==> config.mk <==
export PLATFORM = sky130hd
export DESIGN_NAME = instr_fetch
export DESIGN_NICKNAME = d
export VERILOG_FILES = /design/src/rtl/fetch_pkg.sv /design/src/rtl/fetch_timer.sv /design/src/rtl/instr_fetch.sv
export SDC_FILE = /design/constraint.sdc
export NUM_CORES = 1
export LEC_CHECK = 0
export ABC_CLOCK_PERIOD_IN_PS = 3200
export CAP_MARGIN = 40
export CELL_PAD_IN_SITES_DETAIL_PLACEMENT = 0
export CELL_PAD_IN_SITES_GLOBAL_PLACEMENT = 1
export CORE_ASPECT_RATIO = 1.75
export CORE_MARGIN = 2
export CORE_UTILIZATION = 27
export CTS_CLUSTER_DIAMETER = 40
export DETAILED_ROUTE_END_ITERATION = 16
export PLACE_DENSITY = 0.63
export SLEW_MARGIN = 20
export SYNTH_ARGS = -nofsm -noshare
export SYNTH_HDL_FRONTEND = slang
export SYNTH_HIERARCHICAL = 1
export SYNTH_SLANG_ARGS = --single-unit
==> constraint.sdc <==
create_clock -name clk -period 3.2 [get_ports clk]
set_clock_uncertainty 0.15 [all_clocks]
set_input_delay 0.64 -clock clk [delete_from_list [all_inputs] [get_ports clk]]
set_output_delay 0.64 -clock clk [all_outputs]
set_load 0.01 [all_outputs]
==> src/rtl/fetch_pkg.sv <==
// Shared constants and types for the instruction-fetch stage.
package fetch_pkg;

  localparam int unsigned WORD_SHIFT = 5;
  localparam int unsigned CNT_W      = 8;
  localparam logic [31:0] NOP        = 32'h0000_0000;

  typedef enum logic [0:0] {
    IDLE  = 1'b0,
    FETCH = 1'b1
  } fetch_state_t;

endpackage

==> src/rtl/fetch_timer.sv <==
// Loadable 8-bit wait counter; flags the last cycle allowed for an outstanding fetch.
module fetch_timer
  import fetch_pkg::*;
#(
  parameter int unsigned timeout = 15
) (
  input  logic clk,
  input  logic rst_n,
  input  logic clear,
  input  logic en,
  output logic expired
);

  logic [CNT_W-1:0] count_q;
  logic [CNT_W-1:0] count_d;

  // Clear takes priority so a new request always starts from zero.
  always_comb begin
    count_d = count_q;
    if (clear) begin
      count_d = '0;
    end else if (en) begin
      count_d = count_q + CNT_W'(1);
    end
  end

  always_ff @(posedge clk or negedge rst_n) begin
    if (!rst_n) begin
      count_q <= '0;
    end else begin
      count_q <= count_d;
    end
  end

  assign expired = (count_q == CNT_W'(timeout - 1));

endmodule

==> src/rtl/instr_fetch.sv <==
// Instruction fetch with a one-entry tagged buffer over a req/ack memory port;
// misaligned PCs and timeouts return a NOP with a one-cycle error pulse.
module instr_fetch
  import fetch_pkg::*;
#(
  parameter int unsigned n       = 32,
  parameter int unsigned timeout = 15
) (
  input  logic                   clk,
  input  logic                   reset,
  input  logic [n-1:0]           pc,
  output logic                   memReq,
  output logic [n-WORD_SHIFT-1:0] memAddr,
  input  logic                   memAck,
  input  logic [n-1:0]           memData,
  output logic [n-1:0]           instruction,
  output logic                   instrValid,
  output logic                   stall,
  output logic                   fetchErr
);

  localparam int unsigned AW = n - WORD_SHIFT;

  fetch_state_t  state_q, state_d;
  logic          buf_valid_q, buf_valid_d;
  logic [n-1:0]  tag_q, tag_d;
  logic [n-1:0]  instr_q, instr_d;
  logic          mem_req_q, mem_req_d;
  logic [AW-1:0] mem_addr_q, mem_addr_d;
  logic          fetch_err_q, fetch_err_d;

  logic          hit;
  logic          timer_clear;
  logic          timer_en;
  logic          timer_expired;

  fetch_timer #(
    .timeout (timeout)
  ) u_timer (
    .clk     (clk),
    .rst_n   (reset),
    .clear   (timer_clear),
    .en      (timer_en),
    .expired (timer_expired)
  );

  // The buffered word only counts while no fetch is in flight.
  assign hit        = buf_valid_q && (tag_q == pc) && (state_q == IDLE);
  assign instrValid = hit;
  assign stall      = !hit;

  always_comb begin
    state_d     = state_q;
    buf_valid_d = buf_valid_q;
    tag_d       = tag_q;
    instr_d     = instr_q;
    mem_req_d   = mem_req_q;
    mem_addr_d  = mem_addr_q;
    fetch_err_d = 1'b0;
    timer_clear = 1'b0;
    timer_en    = 1'b0;

    case (state_q)
      IDLE: begin
        if (!hit) begin
          if (pc[WORD_SHIFT-1:0] != '0) begin
            instr_d     = n'(NOP);
            tag_d       = pc;
            buf_valid_d = 1'b1;
            fetch_err_d = 1'b1;
          end else begin
            mem_req_d   = 1'b1;
            mem_addr_d  = pc[n-1:WORD_SHIFT];
            timer_clear = 1'b1;
            state_d     = FETCH;
          end
        end
      end

      FETCH: begin
        // An ack on the final allowed cycle still wins over the timeout.
        if (mem_req_q && memAck) begin
          instr_d     = memData;
          tag_d       = pc;
          buf_valid_d = 1'b1;
          mem_req_d   = 1'b0;
          state_d     = IDLE;
        end else if (timer_expired) begin
          instr_d     = n'(NOP);
          tag_d       = pc;
          buf_valid_d = 1'b1;
          mem_req_d   = 1'b0;
          fetch_err_d = 1'b1;
          state_d     = IDLE;
        end else begin
          timer_en = 1'b1;
        end
      end

      default: begin
        state_d = IDLE;
      end
    endcase
  end

  always_ff @(posedge clk or negedge reset) begin
    if (!reset) begin
      state_q     <= IDLE;
      buf_valid_q <= 1'b0;
      tag_q       <= '0;
      instr_q     <= '0;
      mem_req_q   <= 1'b0;
      mem_addr_q  <= '0;
      fetch_err_q <= 1'b0;
    end else begin
      state_q     <= state_d;
      buf_valid_q <= buf_valid_d;
      tag_q       <= tag_d;
      instr_q     <= instr_d;
      mem_req_q   <= mem_req_d;
      mem_addr_q  <= mem_addr_d;
      fetch_err_q <= fetch_err_d;
    end
  end

  assign memReq      = mem_req_q;
  assign memAddr     = mem_addr_q;
  assign instruction = instr_q;
  assign fetchErr    = fetch_err_q;

endmodule

**Word-level counts from Yosys, hierarchy flattened**

Cells that the tools add are included.

- Bits in registers: 103
- Latch bits: 0
- Memory bits (writable): 0
- ROM bits: 0
- Input port bits: 67
- Output and inout port bits: 63
- Logic and storage cells: 61
- Memories: 0

- Add/sub/neg operators: 1
- Multiply operators: 0
- Div/mod/pow operators: 0
- $lt $le $gt $ge: 0
- Equal/unequal tests: 6
- Shift operators: 0
- Mux-type cells: 34
- Bitwise logic cells: 3
- Reduce and logical (&&, ||, !) cells: 9

Operators by type and width:

| operator | number |
|---|---|
| 32-bit two-way mux | 8 |
| 32-bit one-hot mux with 2 select lines | 2 |
| 32-bit equality test | 1 |
| 1-bit two-way mux | 18 |
| 8-bit two-way mux | 2 |
| 3-bit AND reduction | 3 |
| 8-bit by 1-bit adder with 8-bit output (second input constant) | 1 |
| 8-bit by 4-bit equality test with 1-bit output (second input constant) | 1 |
| 1-bit one-hot mux with 2 select lines | 4 |
| 5-bit nonzero test | 1 |
| 2-bit inequality test (second input constant) | 2 |
| 1-bit logical AND | 3 |
| 3-bit by 1-bit inequality test with 1-bit output (second input constant) | 1 |
| 1-bit NOT | 3 |
| 2-bit by 1-bit inequality test with 1-bit output (second input constant) | 1 |
| 2-bit nonzero test | 1 |
| 1-bit zero test | 1 |

**Depth between registers and ports, before layout**

Gate-level depths: netlist of run 1.

- Depth in word-level cells: 6
- Depth in mapped cells: 11
- Gate-level depth less buffers: 9

**Modules after synthesis**

The synthesis of run 1 kept the hierarchy.

Modules (own cells, without submodules):

| module | times used | cells an instance | area each (um^2) | seq. area each (um^2) |
|---|---|---|---|---|
| instr_fetch | 1 | 275 | 3887.5 | 2377.3 |
| fetch_timer | 1 | 42 | 426.7 | 200.2 |

**Worst setup path before layout of run 1**

Ideal clock, no wire load.

- Kind: input-to-reg
- Start: in pc[4]
- End: reg u_timer.count_q[7]
- Setup time: 130 ps
- Data arrival time: 2519 ps
- Data required time: 2920 ps
- Slack: 402 ps
- Stages on the path: 11
- Buffers on the path: 2
- Cells stage by stage: xnor2_1 o221ai_1 a2111oi_0 nand4_1 o21ai_1 buf_2 inv_1 buf_6 o21ai_0 or4_1 a21oi_1

- Longest elaborated chain between the ends: 6
- Elaborated cells between the ends (all ways): 9
- Those cells by class: eq/ne (1); mux (4); reduce/logical (4)

RTL lines:

| element | RTL line | RTL |
|---|---|---|
| from (decl) | instr_fetch.sv:11 | `input logic [n-1:0] pc,` |
| 32-bit equality test | instr_fetch.sv:48 | `assign hit = buf_valid_q && (tag_q == pc) && (state_q == IDLE);` |
| 1-bit logical AND (2 in a row) | instr_fetch.sv:48 |  |
| 1-bit two-way mux * | instr_fetch.sv:65 | `if (!hit) begin` |
| 1-bit two-way mux * | instr_fetch.sv:63 | `case (state_q)` |
| net timer_clear | instr_fetch.sv:33 | `logic timer_clear;` |
| 8-bit two-way mux or 2-bit nonzero test (tied branches) | -- |  |
| to (signal assigned) | fetch_timer.sv:31 | `count_q <= count_d;` |
| to (decl) | fetch_timer.sv:14 | `logic [CNT_W-1:0] count_q;` |

The timed path passes the listed nets; every way through them passes the cells marked *.
A chain may end at the register's enable or synchronous reset.

**Final worst setup path of run 1**

- Start: in pc[0]
- End: out stall

- Longest elaborated chain between the ends: 4

RTL lines:

| element | RTL line | RTL |
|---|---|---|
| 32-bit equality test | instr_fetch.sv:48 |  |
| 1-bit logical AND (2 in a row) | instr_fetch.sv:48 |  |
| 1-bit zero test | -- |  |
| to (decl) | instr_fetch.sv:18 | `output logic stall,` |

No other way between the ends.

==> impl_metrics.toml, run 1 <==
[timing]
finalCritPeriodShare = 0.965
max_slew.worst_pin.slew_ns = 0.660
setup_slack_ns = 0.112
timing.setup.tns_ns = 0
rsz0062_at_grt = "false"
slew_headroom = 0.560
fmax_mhz = 324
finalHoldViolCount = 0
period_minus_slack_ns = 3.09
setup_viol = 0
hold_ws_ns = 0.176
drv_slew = 0

[layout]
fin_nets = 543
instances_no_fill = 667
stdcell_area_mm2 = 0.00646
final_core_util = 0.409
n_antenna_cell = 0
fillers = 1476
final_cell_mix = "dfrtp_1 (103), clkdlybuf4s50_1 (99), mux2_1 (33), a22o_1 (32), buf_4 (31)"
layout_commonest_cell = "dfrtp_1"
area_growth_pct = 49.8
drive_gt1_frac = 0.192

[place]
place_hpwl_mm = 8.37
placed_cell_area_mm2 = 0.00604
place_congestion = 0.749
place_ws_ns = -0.673
place_inst = 653
port_buffers = 129

[floorplanning]
initial_core_util = 0.273
fp.dieH_um = 171
design.core.area_mm2 = 0.0158
pin_count = 130
rows = 61
die_area_mm2 = 0.0170
die_w_um = 99.6

[worst_setup_path]
r2r-start = "u_timer/count_q[0]$_DFFE_PN0P_"
r2r_cells = 10
worstSetupEndpointType = "output port"
worst_setup_path_start_kind = "primary input"
path_class = "in -> out"
required_ns = 2.41
crit_fanout = 2
cp.arrival_ns = 2.30
rrSetupSlack_ns = 0.74
rr_endpoint = "u_timer/count_q[7]$_DFFE_PN0P_"

[route]
ant_nets = 0
drt_first_iter_violations = 151
wl_per_cell_um = 16.9
drt_pre_antenna_iters = 6
wirelength_mm = 11.3
via_count = 3097
vias_per_cell = 4.64
drc = 0

[global_routing]
grt_pass1_vias = 3335
grt_pass1_wl_mm = 17.6
grt_start_max_net_pins = 52
antenna_found_initial = 0
track_usage = 0.134
grt_overflow = 0

[clock_tree]
ctsHoldBuffers = 0
worstSkewPairLatency_ns = 0.34
cts_buffer_depth = 2
cts_root_buffer = "clkbuf_16"
cts_sinks = 103
htreeDepth = 3
cts_tree = "built"
path_clk_slew_ns = 0.07
cts_made_buffers = 9

[pwr]
powerDensity_mw_per_mm2 = 707
p_total_mw = 4.57
static-leakage-power_nw = 2.94
irDropWorstVdd_uv = 327

[synth]
synth_top_family_by_area = "multiplexers"
synthAdderAreaFrac = 0.00580
synth-simple-area-share = 0.0513
synth_edf_count = 0
synth-async-reset-ratio = 1.00
synth_xor_area_frac = 0.0487
ys_types = 40
synth.net_count = 386
synth_area_mm2 = 0.00431
synthMuxAreaShare = 0.154
synth_compound_area_frac = 0.105
ys_ff_latch = 103
yosysSeqAreaShare = 0.597
syn_area_per_cell_um2 = 13.6
yosysWarnings = 6
syn_inst = 317
synth_flop_cell = "dfrtp_1"

[worst_hold_path]
min_path_type = "in -> async"

[status]
status = "completed"

[run]
drv_cap = 0
power breakdown:
part           leakage, nW  total, mW  switching (mW)  internal, mW
clock                0.155       1.17           0.469         0.700
sequential            1.31       1.90           0.245          1.65
combinational         1.48       1.50           0.673         0.831
final cells by class:
class | count | area (um^2) | share of cell area
Multi-Input combinational cell | 181 | 1680 | 0.260
Sequential cell | 103 | 2580 | 0.399
Inverter | 18 | 67.6 | 0.0105
Tap cell | 189 | 236 | 0.0366
Clock inverter | 4 | 70.1 | 0.0108
Timing Repair Buffer | 161 | 1590 | 0.245
Clock buffer | 11 | 243 | 0.0376
critical path, stage by stage:
cell and delay [ns]:
clkdlybuf4s50_1 0.50, xnor2_1 0.12, nand4_1 0.10, nor2_1 0.16, nand4_1 0.15, nor3_2 0.19, buf_4 0.14, inv_1 0.03
dlygate4sd2_1 0.27
routing by layer:
| metal | global-route usage | wire, um | vias up |
|---|---|---|---|
| li1 | - | - | 1454 |
| met1 | 0.152 | 4420 | 1555 |
| met2 | 0.242 | 6170 | 73 |
| met3 | 0.0260 | 410 | 15 |
| met4 | 0.0596 | 259 | 0 |
| met5 | 0 | 0 | - |
how the worst max path moves through the flow:
stage / start / end / slack [ns] / cells past startpoint
after floorplan: pc[4] / u_timer/count_q[7]$_DFFE_PN0P_ / 0.40 / 11
after global placement: pc[4] / instrValid / -0.68 / 9
after detailed placement: pc[4] / instrValid / -0.67 / 9
after CTS: pc[16] / stall / 0.003 / 8
after global routing: pc[20] / stall / 0.001 / 8
final: pc[0] / stall / 0.11 / 9
what timing repair did:
action	in CTS	in global routing
buffers inserted	0	0
setup endpoints to repair	2	2
resized for setup	23	23
cloned	0	0
pin swaps	9	12
synth_stat cells (all sizes together) (4+ instances only):
| library cell | instances | area share |
|---|---|---|
| nor4 | 4 | 0.0058 |
| xnor2 | 10 | 0.020 |
| nand4 | 6 | 0.0087 |
| a22o | 32 | 0.065 |
| inv | 18 | 0.016 |
| nor2 | 9 | 0.0078 |
| o21ai | 6 | 0.0070 |
| nand3 | 4 | 0.0058 |
| o22ai | 4 | 0.0058 |
| dfrtp | 103 | 0.60 |
| buf | 12 | 0.020 |
| mux2 | 58 | 0.15 |
| a21oi | 4 | 0.0046 |
| xor2 | 14 | 0.028 |
cells by family (layout without fill, tap and decap cells):
| logic type | after synthesis | in the layout |
|---|---|---|
| adders and majority gates | 2 | 2 |
| AOI/OAI and AO/OA | 57 | 57 |
| muxes | 59 | 59 |
| and+or+nand+nor | 39 | 39 |
| DFF | 103 | 103 |
| buffers and inverters | 33 | 194 |
| xor gates and xnor gates | 24 | 24 |
state kept, by name, indices dropped and copies added, names as in the netlist:
signal           flops
buf_valid_q          1
fetchErr             1
u_timer/count_q      8
state_q              1
memAddr             27
tag_q               32
instruction         32
memReq               1
No activity file was read; power rests on OpenSTA's default activity.
==> run 2, diff against run 1 <==
--- a/config.mk
+++ b/config.mk
@@ -15,8 +15,9 @@
 export CTS_CLUSTER_DIAMETER = 40
 export DETAILED_ROUTE_END_ITERATION = 16
 export PLACE_DENSITY = 0.63
-export SLEW_MARGIN = 20
+export SLEW_MARGIN = 10
 export SYNTH_ARGS = -nofsm -noshare
 export SYNTH_HDL_FRONTEND = slang
 export SYNTH_HIERARCHICAL = 1
 export SYNTH_SLANG_ARGS = --single-unit
+export TNS_END_PERCENT = 20
==> results of run 2 <==
Final layout, timing and power as in run 1 (identical DEF).
==> run 3, diff against run 2 <==
--- a/config.mk
+++ b/config.mk
@@ -14,7 +14,7 @@
 export CORE_UTILIZATION = 27
 export CTS_CLUSTER_DIAMETER = 40
 export DETAILED_ROUTE_END_ITERATION = 16
-export PLACE_DENSITY = 0.63
+export PLACE_DENSITY = 0.7
 export SLEW_MARGIN = 10
 export SYNTH_ARGS = -nofsm -noshare
 export SYNTH_HDL_FRONTEND = slang
==> impl_metrics.toml, run 3 (same netlist as run 1, synthesis figures left out) <==
[worst_hold_path]
min_path_type = "in -> async"

[pwr]
irDropWorstVdd_uv = 271
static-leakage-power_nw = 2.97
powerDensity_mw_per_mm2 = 717
clkPwrFrac = 0.270
seq_power_share = 0.408
sw_frac_of_total = 0.296
p_comb_frac = 0.321
p_sw_mw = 1.38
internal_power_mw = 3.27

[route]
drt_pre_antenna_iters = 4
via_count = 3116
wl_per_cell_um = 16.3
drt_first_iter_violations = 106
wirelength_mm = 10.9
drc = 0
ant_nets = 0
vias_per_cell = 4.67

[floorplanning]
design.core.area_mm2 = 0.0158
die_area_mm2 = 0.0170
rows = 61
pin_count = 130
die_w_um = 99.6
initial_core_util = 0.273
fp.dieH_um = 171

[global_routing]
grt_pass1_wl_mm = 17.5
track_usage = 0.129
grt_start_max_net_pins = 68
grt_pass1_vias = 3392
grt_overflow = 0
antenna_found_initial = 0

[run]
drv_cap = 0

[timing]
finalHoldViolCount = 0
finalCritPeriodShare = 0.958
max_slew.worst_pin.slew_ns = 0.511
timing.setup.tns_ns = 0
setup_viol = 0
drv_slew = 0
slew_headroom = 0.659
period_minus_slack_ns = 3.07
fmax_mhz = 326
rsz0062_at_grt = "false"

[worst_setup_path]
path_class = "in -> out"
worstSetupEndpointType = "output port"
cp.arrival_ns = 2.28
r2r_cells = 10
crit_fanout = 2
required_ns = 2.41
worst_setup_path_start_kind = "primary input"

[clock_tree]
cts_tree = "built"
path_clk_slew_ns = 0.07
cts_setup_buffers = 0
worstSkewPairLatency_ns = 0.33
cts_root_buffer = "clkbuf_16"
ctsHoldBuffers = 0
htreeDepth = 3
cts_buffer_depth = 2
cts_sinks = 103
cts_made_buffers = 9

[layout]
final_cell_mix = "dfrtp_1 (103), clkdlybuf4s50_1 (103), mux2_1 (33), a22o_1 (32), buf_4 (29)"
multi_input_area_mm2 = 0.00166
area_growth_pct = 50.3
fillers = 1504
n_antenna_cell = 0
fin_nets = 542
ff_latch_area_mm2 = 0.00258
final_core_util = 0.410
drive_gt1_frac = 0.186
instances_no_fill = 667

[place]
place_hpwl_mm = 8.00
place_congestion = 0.731
place_inst = 651
port_buffers = 129

[status]
status = "completed"
## run 3: cell types whose count changed in the layout (fill, tap and decap cells not counted), moves of 2 or more
cell,before,now
nor4_2,3,1
inv_2,3,1
nor4_1,1,3
buf_4,31,29
dlymetal6s2s_1,18,20
dlygate4sd2_1,11,3
inv_1,15,17
clkdlybuf4s50_1,99,103
## run 3: repair_timing
action / 4_1_cts / 5_1_grt
endpoints found under the setup margin: 2 / 2
pin swaps: 4 / 16
resized for setup: 12 / 28
endpoints found under the hold margin: 0 / 0
## run 3: area by class of cell
cell class	instances	share of cell area
flip-flops and latches	103	0.397
repair buffers	160	0.247
clock buffers	10	0.0369
multi-input cells	181	0.255
clock inverters	6	0.0166
inverters	18	0.0104
well taps	189	0.0365
## run 3: worst paths after layout
path	start	endpoint	slack, ns
setup / recovery	pc[3]	stall	0.13
hold reg to reg	buf_valid_q$_DFFE_PN0P_	buf_valid_q$_DFFE_PN0P_	0.31
setup reg to reg	tag_q[4]$_DFFE_PN0P_	instruction[18]$_DFFE_PN0P_	0.59
hold / removal	reset	memAddr[17]$_DFFE_PN0P_	0.12
max in group asynchronous	reset	tag_q[24]$_DFFE_PN0P_	2.04
min in group clk	buf_valid_q$_DFFE_PN0P_	buf_valid_q$_DFFE_PN0P_	0.31
## run 3: per-layer routing
metal / global-route usage / up-vias / part of all wire
met4: 0.0417 / 0 / 0.014
met2: 0.236 / 65 / 0.55
met1: 0.153 / 1588 / 0.41
li1: - / 1455 / -
met3: 0.0219 / 8 / 0.031
met5: 0 / - / 0
## run 3: power by group through the flow
stage,combinational [mW],clock [mW],sequential [mW]
2_1_floorplan,0.747,0,1.95
3_3_place_gp,1.46,0,1.90
3_5_place_dp,1.48,0,1.91
4_1_cts,1.50,1.29,1.90
5_1_grt,1.64,1.35,1.95
6_report,1.49,1.26,1.90
## run 3: stage by stage
| step | total power [mW] | cell area [um^2] | worst slack [ns] | hold WS [ns] |
|---|---|---|---|---|
| after floorplan | 2.69 | 4310 | 0.402 | 0.194 |
| after global routing | 4.94 | 6480 | 0.00253 | 0.155 |
| after detailed placement | 3.40 | 6030 | -0.633 | 0.298 |
| after global placement | 3.36 | 6030 | -0.647 | 0.301 |
| final | 4.65 | 6480 | 0.135 | 0.125 |
| after CTS | 4.69 | 6400 | 0.0127 | 0.139 |
## run 3: worst max-delay path, cell delays in order
cell and delay [ns]:
clkdlybuf4s50_1 0.42, inv_1 0.07, o2bb2ai_1 0.06, nor4_1 0.24, buf_4 0.16, nand4_1 0.14
nor3_2 0.26, inv_1 0.06, clkdlybuf4s15_2 0.22
